==> config.mk <==
export PLATFORM = sky130hd
export DESIGN_NAME = ramfetcher
export DESIGN_NICKNAME = d
export VERILOG_FILES = /design/src/rtl/ramfetcher_pkg.sv /design/src/rtl/ramfetch_ext.sv /design/src/rtl/ramfetcher.sv
export SDC_FILE = /design/constraint.sdc
export NUM_CORES = 1
export LEC_CHECK = 0
export ABC_AREA = 1
export CAP_MARGIN = 20
export CORE_ASPECT_RATIO = 1.25
export CORE_MARGIN = 1.5
export CORE_UTILIZATION = 55
export DETAILED_ROUTE_END_ITERATION = 10
export PLACE_DENSITY_LB_ADDON = 0.12
export SYNTH_ARGS = -nofsm -noshare
export SYNTH_HDL_FRONTEND = slang
export SYNTH_SLANG_ARGS = --single-unit
export TNS_END_PERCENT = 20
==> constraint.sdc <==
create_clock -name clk_i -period 4.15 [get_ports clk_i]
set_input_delay 0.6225 -clock clk_i [delete_from_list [all_inputs] [get_ports clk_i]]
set_output_delay 0.6225 -clock clk_i [all_outputs]
set_load 0.01 [all_outputs]
==> src/rtl/ramfetcher_pkg.sv <==
// ramfetcher_pkg: shared definitions for the load-side RAM fetcher.
//   - size codes SZ_B/SZ_H/SZ_W/SZ_D (1/2/4/8 bytes)
//   - fetcher state encoding F_IDLE/F_ISSUE/F_DRAIN
//   - last_lane(): index of the final byte for a size code (byte count - 1)
package ramfetcher_pkg;

  localparam logic [1:0] SZ_B = 2'b00;
  localparam logic [1:0] SZ_H = 2'b01;
  localparam logic [1:0] SZ_W = 2'b10;
  localparam logic [1:0] SZ_D = 2'b11;

  typedef enum logic [1:0] {
    F_IDLE  = 2'd0,
    F_ISSUE = 2'd1,
    F_DRAIN = 2'd2
  } fstate_e;

  function automatic logic [2:0] last_lane(input logic [1:0] size);
    logic [2:0] lane;
    case (size)
      SZ_B:    lane = 3'd0;
      SZ_H:    lane = 3'd1;
      SZ_W:    lane = 3'd3;
      default: lane = 3'd7;
    endcase
    return lane;
  endfunction

endpackage

==> src/rtl/ramfetch_ext.sv <==
// ramfetch_ext: combinational sign/zero extension of an assembled load.
// Ports:
//   raw_i  [63:0] little-endian assembled bytes (lanes above the size are don't-care)
//   size_i [1:0]  size code, 1/2/4/8 bytes
//   sgn_i         1 = sign-extend, 0 = zero-extend (ignored for 8 bytes)
//   ext_o  [63:0] extended result
module ramfetch_ext
  import ramfetcher_pkg::*;
(
  input  logic [63:0] raw_i,
  input  logic [1:0]  size_i,
  input  logic        sgn_i,
  output logic [63:0] ext_o
);

  always_comb begin
    ext_o = raw_i;
    case (size_i)
      SZ_B:    ext_o = {{56{sgn_i & raw_i[7]}},  raw_i[7:0]};
      SZ_H:    ext_o = {{48{sgn_i & raw_i[15]}}, raw_i[15:0]};
      SZ_W:    ext_o = {{32{sgn_i & raw_i[31]}}, raw_i[31:0]};
      default: ext_o = raw_i;
    endcase
  end

endmodule

==> src/rtl/ramfetcher.sv <==
// ramfetcher: reads 1/2/4/8 consecutive bytes from a byte-wide synchronous
// RAM, assembles them little-endian, extends to 64 bits and returns the
// result with a one-cycle done pulse. kp_o holds the pipeline while busy.
// Ports:
//   clk_i, rst_n_i          clock, synchronous active-low reset
//   start_i, size_i, sgn_i, add_i   load request (sampled only when idle)
//   ramq_i                  RAM read data, valid RAM_LAT edges after rd_o/adq_o
//   rd_o, adq_o             RAM read enable and byte address
//   kp_o, done_o, q_o       busy, result strobe, result
//
// state   | meaning
// F_IDLE  | waiting for start; rd_o=0, kp_o=0
// F_ISSUE | issuing one read per cycle, addresses add..add+N-1
// F_DRAIN | reads issued, waiting for the last byte to come back
module ramfetcher
  import ramfetcher_pkg::*;
#(
  parameter int RAM_LAT = 1
) (
  input  logic        clk_i,
  input  logic        rst_n_i,
  input  logic        start_i,
  input  logic [1:0]  size_i,
  input  logic        sgn_i,
  input  logic [15:0] add_i,
  input  logic [7:0]  ramq_i,
  output logic        rd_o,
  output logic [15:0] adq_o,
  output logic        kp_o,
  output logic        done_o,
  output logic [63:0] q_o
);

  if (RAM_LAT != 1) begin : g_lat_chk
    $error("ramfetcher: only RAM_LAT=1 is supported");
  end

  fstate_e     state_q;
  logic [1:0]  size_q;
  logic        sgn_q;
  logic [2:0]  icnt_q;
  logic [2:0]  ccnt_q;
  logic        cap_v_q;
  logic [63:0] asm_q;
  logic [63:0] asm_d;
  logic [63:0] ext_val;
  logic        rd_q;
  logic [15:0] adq_q;
  logic        kp_q;
  logic        done_q;
  logic [63:0] q_q;

  // Current assembly with the byte arriving this cycle merged into its lane;
  // the final result is extended from this so no extra cycle is needed.
  always_comb begin
    asm_d = asm_q;
    asm_d[{ccnt_q, 3'b000} +: 8] = ramq_i;
  end

  ramfetch_ext u_ext (
    .raw_i  (asm_d),
    .size_i (size_q),
    .sgn_i  (sgn_q),
    .ext_o  (ext_val)
  );

  always_ff @(posedge clk_i) begin
    if (!rst_n_i) begin
      state_q <= F_IDLE;
      size_q  <= SZ_B;
      sgn_q   <= 1'b0;
      icnt_q  <= 3'd0;
      ccnt_q  <= 3'd0;
      cap_v_q <= 1'b0;
      asm_q   <= 64'd0;
      rd_q    <= 1'b0;
      adq_q   <= 16'd0;
      kp_q    <= 1'b0;
      done_q  <= 1'b0;
      q_q     <= 64'd0;
    end else begin
      done_q  <= 1'b0;
      // rd delayed by the RAM latency marks the cycle ramq_i holds valid data
      cap_v_q <= rd_q;
      if (cap_v_q) begin
        asm_q  <= asm_d;
        ccnt_q <= ccnt_q + 3'd1;
      end
      case (state_q)
        F_IDLE: begin
          if (start_i) begin
            size_q  <= size_i;
            sgn_q   <= sgn_i;
            adq_q   <= add_i;
            rd_q    <= 1'b1;
            kp_q    <= 1'b1;
            icnt_q  <= 3'd0;
            ccnt_q  <= 3'd0;
            asm_q   <= 64'd0;
            state_q <= F_ISSUE;
          end
        end
        F_ISSUE: begin
          if (icnt_q == last_lane(size_q)) begin
            rd_q    <= 1'b0;
            state_q <= F_DRAIN;
          end else begin
            adq_q  <= adq_q + 16'd1;
            icnt_q <= icnt_q + 3'd1;
          end
        end
        F_DRAIN: begin
          if (cap_v_q && (ccnt_q == last_lane(size_q))) begin
            q_q     <= ext_val;
            kp_q    <= 1'b0;
            done_q  <= 1'b1;
            state_q <= F_IDLE;
          end
        end
        default: state_q <= F_IDLE;
      endcase
    end
  end

  assign rd_o   = rd_q;
  assign adq_o  = adq_q;
  assign kp_o   = kp_q;
  assign done_o = done_q;
  assign q_o    = q_q;

endmodule

==> impl_metrics.prom <==
# TYPE chip_impl_metric gauge
chip_impl_info{name="outcome",value="finished clean"} 1
chip_impl_metric{name="fin_hold_ws",unit="ns"} 0.4509
chip_impl_metric{name="synth-edff-count",unit=""} 0
chip_impl_metric{name="p_leak",unit="nW"} 4.277
chip_impl_metric{name="die_h",unit="um"} 137.6
chip_impl_metric{name="floorplan.die_area",unit="sq mm"} 0.01523
chip_impl_metric{name="grt_pass1_vias",unit=""} 6834
chip_impl_metric{name="p_seq_frac",unit=""} 0.435
chip_impl_metric{name="area_used_by_multi_input_combinational_logic",unit="sq mm"} 0.003915
chip_impl_info{name="capturing_element_type_of_the_critical_path",value="flop"} 1
chip_impl_metric{name="global_route.overflow_total",unit=""} 0
chip_impl_metric{name="gp_congestion",unit=""} 0.9912
chip_impl_metric{name="post_cts_hold_buffer_count",unit=""} 0
chip_impl_metric{name="timing.final.hold_violations",unit=""} 0
chip_impl_metric{name="clock.fmax",unit="MHz"} 326.8
chip_impl_info{name="cts_root_buffer",value="sky130_fd_sc_hd__clkbuf_16"} 1
chip_impl_metric{name="area.growth.synth_to_final",unit="%"} 20.77
chip_impl_metric{name="netSwitchingFraction",unit=""} 0.2953
chip_impl_info{name="type_of_the_worst_setup_path",value="flop to flop"} 1
chip_impl_metric{name="cts-root-to-sink-buffers",unit=""} 2
chip_impl_metric{name="globalRouteTotalUtil",unit=""} 0.2764
chip_impl_metric{name="global_route_wire_length_before_repair",unit="um"} 34090
chip_impl_metric{name="post_cts.repair.setup_buffers",unit=""} 0
chip_impl_metric{name="placementRows",unit=""} 49
chip_impl_metric{name="power.density_cell_area",unit="mW/mm^2"} 409.7
chip_impl_metric{name="path_buf_inv",unit=""} 2
chip_impl_metric{name="synthDistinctLibCells",unit=""} 31
chip_impl_metric{name="r2r_cells",unit=""} 12
chip_impl_metric{name="worst-r2r-setup-slack",unit="ns"} 1.09
chip_impl_info{name="tritoncts",value="built"} 1
chip_impl_metric{name="power.total",unit="mW"} 3.944
chip_impl_metric{name="synth.avg_cell_area",unit="sq um"} 6.306
chip_impl_metric{name="clock_insertion_delay_worst_skew",unit="ns"} 0.43
chip_impl_metric{name="timing.critical_path.arrival",unit="ns"} 3.37
chip_impl_metric{name="clock_sinks",unit=""} 159
chip_impl_metric{name="clk_pin_slew_worst_paths",unit="ns"} 0.06
chip_impl_info{name="critPathLaunch",value="ccnt_q[0]"} 1
chip_impl_info{name="cpMaxStageDelayCell",value="sky130_fd_sc_hd__nand3_2"} 1
chip_impl_metric{name="max_cap_violations",unit=""} 0
chip_impl_metric{name="numCtsBuffers",unit=""} 17
chip_impl_info{name="crit-reg2reg-launch",value="ccnt_q[0]"} 1
chip_impl_metric{name="worst_ir_drop_vdd",unit="mV"} 0.3821
chip_impl_metric{name="totalWireLength",unit="um"} 21080
chip_impl_info{name="critPathLaunchType",value="flop"} 1
chip_impl_metric{name="drc",unit=""} 0
chip_impl_metric{name="setup-tns-final",unit="ns"} 0
chip_impl_metric{name="share_of_flip_flops_with_an_asynchronous_set_or_reset",unit=""} 0
chip_impl_metric{name="yosys_warnings",unit=""} 0
chip_impl_metric{name="path_max_fanout",unit=""} 32
chip_impl_metric{name="comb_power_share",unit=""} 0.180
chip_impl_metric{name="maximum_number_of_pins_on_one_net_before_global_route_repair",unit=""} 73
chip_impl_metric{name="max-slew-margin-rel",unit=""} 0.3389
chip_impl_metric{name="fin_worst_skew",unit="ns"} 0.008258
chip_impl_info{name="path_cells",value="inv_2, ha_1, ha_1, inv_1, nand2_1, nor2_1, nand2_2, nand2_1, nand3_2, nand3_2, nor2_1, nor2_1"} 1
chip_impl_metric{name="die_x",unit="um"} 110.7
chip_impl_metric{name="ff_latch_area",unit="sq mm"} 0.003184
chip_impl_metric{name="cts_max_level",unit=""} 4
chip_impl_info{name="grt_setup_unrepaired",value="no"} 1
chip_impl_info{name="hold_class",value="flop to flop"} 1
chip_impl_metric{name="final.min_clock_period",unit="ns"} 3.060
chip_impl_metric{name="hpwl",unit="um"} 14400
chip_impl_metric{name="worst-path-stages",unit=""} 12
chip_impl_metric{name="data_required_time_of_the_critical_path",unit="ns"} 4.46
chip_impl_metric{name="layout-drive-gt1-share",unit=""} 0.04303
chip_impl_metric{name="p_switching",unit="mW"} 1.165
chip_impl_metric{name="detailedRoute.firstPassIterationCount",unit=""} 5
chip_impl_info{name="worstSetupEndpoint",value="q_o[49]"} 1
chip_impl_metric{name="layout.filler_cells",unit=""} 1316
chip_impl_metric{name="postSynthNetCount",unit=""} 1303
chip_impl_metric{name="core_area",unit="sq mm"} 0.01429
chip_impl_metric{name="max_stage_delay",unit="ns"} 0.59
chip_impl_metric{name="cts_resized",unit=""} 0
chip_impl_metric{name="setup_viol_count_final",unit=""} 0
chip_impl_metric{name="ys_seq_elements",unit=""} 159
chip_impl_metric{name="nNetsFinal",unit=""} 1376
chip_impl_info{name="worst_path_dominant_cell_family",value="simple AND/OR/NAND/NOR gates"} 1
chip_impl_metric{name="design.portCount",unit=""} 113
chip_impl_metric{name="portion_of_total_power_attributed_to_the_clock_network",unit=""} 0.385
chip_impl_metric{name="detail_route.iter0.violations",unit=""} 541
chip_impl_metric{name="netlist_instances",unit=""} 1264
chip_impl_metric{name="intPower",unit="mW"} 2.779
chip_impl_metric{name="timing_max_transition_violations_final",unit=""} 0
chip_impl_metric{name="worst_slew_pin_slew",unit="ns"} 0.9901
chip_impl_metric{name="fin_crit_sh",unit=""} 0.7374
chip_impl_metric{name="antenna_violating_nets_post_route",unit=""} 0
chip_impl_metric{name="synth_sequential_area_ratio",unit=""} 0.3993
chip_impl_metric{name="routedWlPerCell",unit="um"} 13.81
chip_impl_metric{name="vias",unit=""} 7905
chip_impl_info{name="ys_dominant_reg_cell",value="sky130_fd_sc_hd__dfxtp_1"} 1
chip_impl_metric{name="routed_via_density",unit=""} 5.180
chip_impl_metric{name="num_antenna_cells",unit=""} 0
chip_impl_metric{name="mappedNetlistArea",unit="sq mm"} 0.007971
chip_impl_metric{name="floorplan.initialDensity",unit=""} 0.5580
chip_impl_metric{name="portBuffers",unit=""} 112
chip_impl_metric{name="antenna_found_initial",unit=""} 0
chip_impl_info{name="critical_r2r_capture",value="q_o[49]"} 1
chip_impl_info{name="critical_path.most_common_cell",value="sky130_fd_sc_hd__nor2_1"} 1
cell usage after synthesis (2+ instances only):
cell type	count	area share
sky130_fd_sc_hd__buf_1	2	0.00094
sky130_fd_sc_hd__a211oi_1	3	0.0028
sky130_fd_sc_hd__clkbuf_1	40	0.019
sky130_fd_sc_hd__o21ai_0	161	0.10
sky130_fd_sc_hd__inv_2	3	0.0014
sky130_fd_sc_hd__nand2_2	3	0.0024
sky130_fd_sc_hd__nand4_1	5	0.0039
sky130_fd_sc_hd__buf_4	8	0.0075
sky130_fd_sc_hd__inv_1	150	0.071
sky130_fd_sc_hd__dfxtp_1	159	0.40
sky130_fd_sc_hd__nand3_2	2	0.0025
sky130_fd_sc_hd__xnor2_1	3	0.0033
sky130_fd_sc_hd__a21oi_1	49	0.031
sky130_fd_sc_hd__nor2_1	242	0.11
sky130_fd_sc_hd__or2_2	6	0.0047
sky130_fd_sc_hd__nand2_1	333	0.16
sky130_fd_sc_hd__nor2_2	2	0.0016
sky130_fd_sc_hd__o21bai_1	3	0.0028
sky130_fd_sc_hd__o21ai_1	2	0.0013
sky130_fd_sc_hd__nand3_1	42	0.026
sky130_fd_sc_hd__xor2_1	2	0.0022
sky130_fd_sc_hd__o211ai_1	13	0.012
sky130_fd_sc_hd__ha_1	9	0.014
sky130_fd_sc_hd__buf_2	14	0.0088
sky130_fd_sc_hd__and2_1	2	0.0016
cells in the final DEF (no fill, tap or decap), types with 5 or more instances in the layout:
| cell type | netlist | final |
|---|---|---|
| sky130_fd_sc_hd__a21oi_1 | 49 | 49 |
| sky130_fd_sc_hd__buf_4 | 8 | 7 |
| sky130_fd_sc_hd__clkbuf_16 | 0 | 17 |
| sky130_fd_sc_hd__clkdlybuf4s50_1 | 0 | 111 |
| sky130_fd_sc_hd__dfxtp_1 | 159 | 158 |
| sky130_fd_sc_hd__ha_1 | 9 | 9 |
| sky130_fd_sc_hd__inv_1 | 150 | 149 |
| sky130_fd_sc_hd__nand2_1 | 333 | 333 |
| sky130_fd_sc_hd__nand3_1 | 42 | 42 |
| sky130_fd_sc_hd__nand4_1 | 5 | 5 |
| sky130_fd_sc_hd__nor2_1 | 242 | 242 |
| sky130_fd_sc_hd__o211ai_1 | 13 | 13 |
| sky130_fd_sc_hd__o21ai_0 | 161 | 161 |
| sky130_fd_sc_hd__or2_2 | 6 | 6 |
sequential cells by signal (all words and copies together) (netlist names):
register,cells
adq_o,16
asm_q,64
cap_v_q,1
ccnt_q,3
done_o,1
icnt_q,3
kp_o,1
q_o,64
rd_o,1
sgn_q,1
size_q,2
state_q,2
cell families (layout without fill, tap and decap cells):
| group | Yosys count | in the layout | synth area share |
|---|---|---|---|
| and+or+nand+nor | 640 | 640 | 0.3180 |
| AOI/OAI and AO/OA | 233 | 233 | 0.1535 |
| buffers and inverters | 218 | 302 | 0.1096 |
| DFF | 159 | 159 | 0.3993 |
| adders and majority gates | 9 | 9 | 0.01413 |
| xor gates and xnor gates | 5 | 5 | 0.005495 |
how the worst min path moves through the flow:
stage	startpoint	to	depth (start not counted)	slack, ns
floorplan	asm_q[23]	asm_q[23]	2	0.44
global placement	rd_o	cap_v_q	2	0.43
detailed placement	rd_o	cap_v_q	2	0.44
CTS	rd_o	cap_v_q	2	0.45
global route	rd_o	cap_v_q	2	0.48
finish	rd_o	cap_v_q	2	0.45
layout make-up:
| class | instances | share of cell area |
|---|---|---|
| Clock buffer | 19 | 0.04601 |
| Clock inverter | 11 | 0.01235 |
| Inverter | 153 | 0.05966 |
| Multi-Input combinational cell | 887 | 0.4067 |
| Sequential cell | 159 | 0.3308 |
| Tap cell | 178 | 0.02313 |
| Timing Repair Buffer | 119 | 0.1214 |
worst min-delay path: stages, from the launching register on:
cell and delay [ns]:
sky130_fd_sc_hd__dfxtp_1 0.31, sky130_fd_sc_hd__nand2_1 0.06, sky130_fd_sc_hd__inv_1 0.04
layer usage:
layer,global-route usage,vias up,part of all wire
li1,-,4071,-
met1,0.3558,3561,0.46
met2,0.4537,227,0.46
met3,0.05411,46,0.050
met4,0.1211,0,0.033
met5,0,-,0
power by group through the flow:
stage	registers [mW]	logic (mW)	clock network, mW
final	1.71	0.712	1.52
after global routing	1.73	0.802	1.60
after CTS	1.71	0.709	1.53
after detailed placement	1.74	0.705	0
after global placement	1.74	0.697	0
after floorplan	1.74	0.477	0
stage by stage:
step | instances | utilization | cell area (sq um) | worst slack, ns
2_1_floorplan | 1264 | - | 7971 | 1.960
3_3_place_gp | 1496 | 0.6346 | 9065 | 1.210
3_5_place_dp | 1496 | 0.6346 | 9065 | 1.107
4_1_cts | 1526 | 0.6739 | 9627 | 1.102
5_1_grt | 1526 | 0.6739 | 9627 | 0.7380
6_report | 1526 | 0.6739 | 9627 | 1.090
Power figures use the tool's default switching activity.
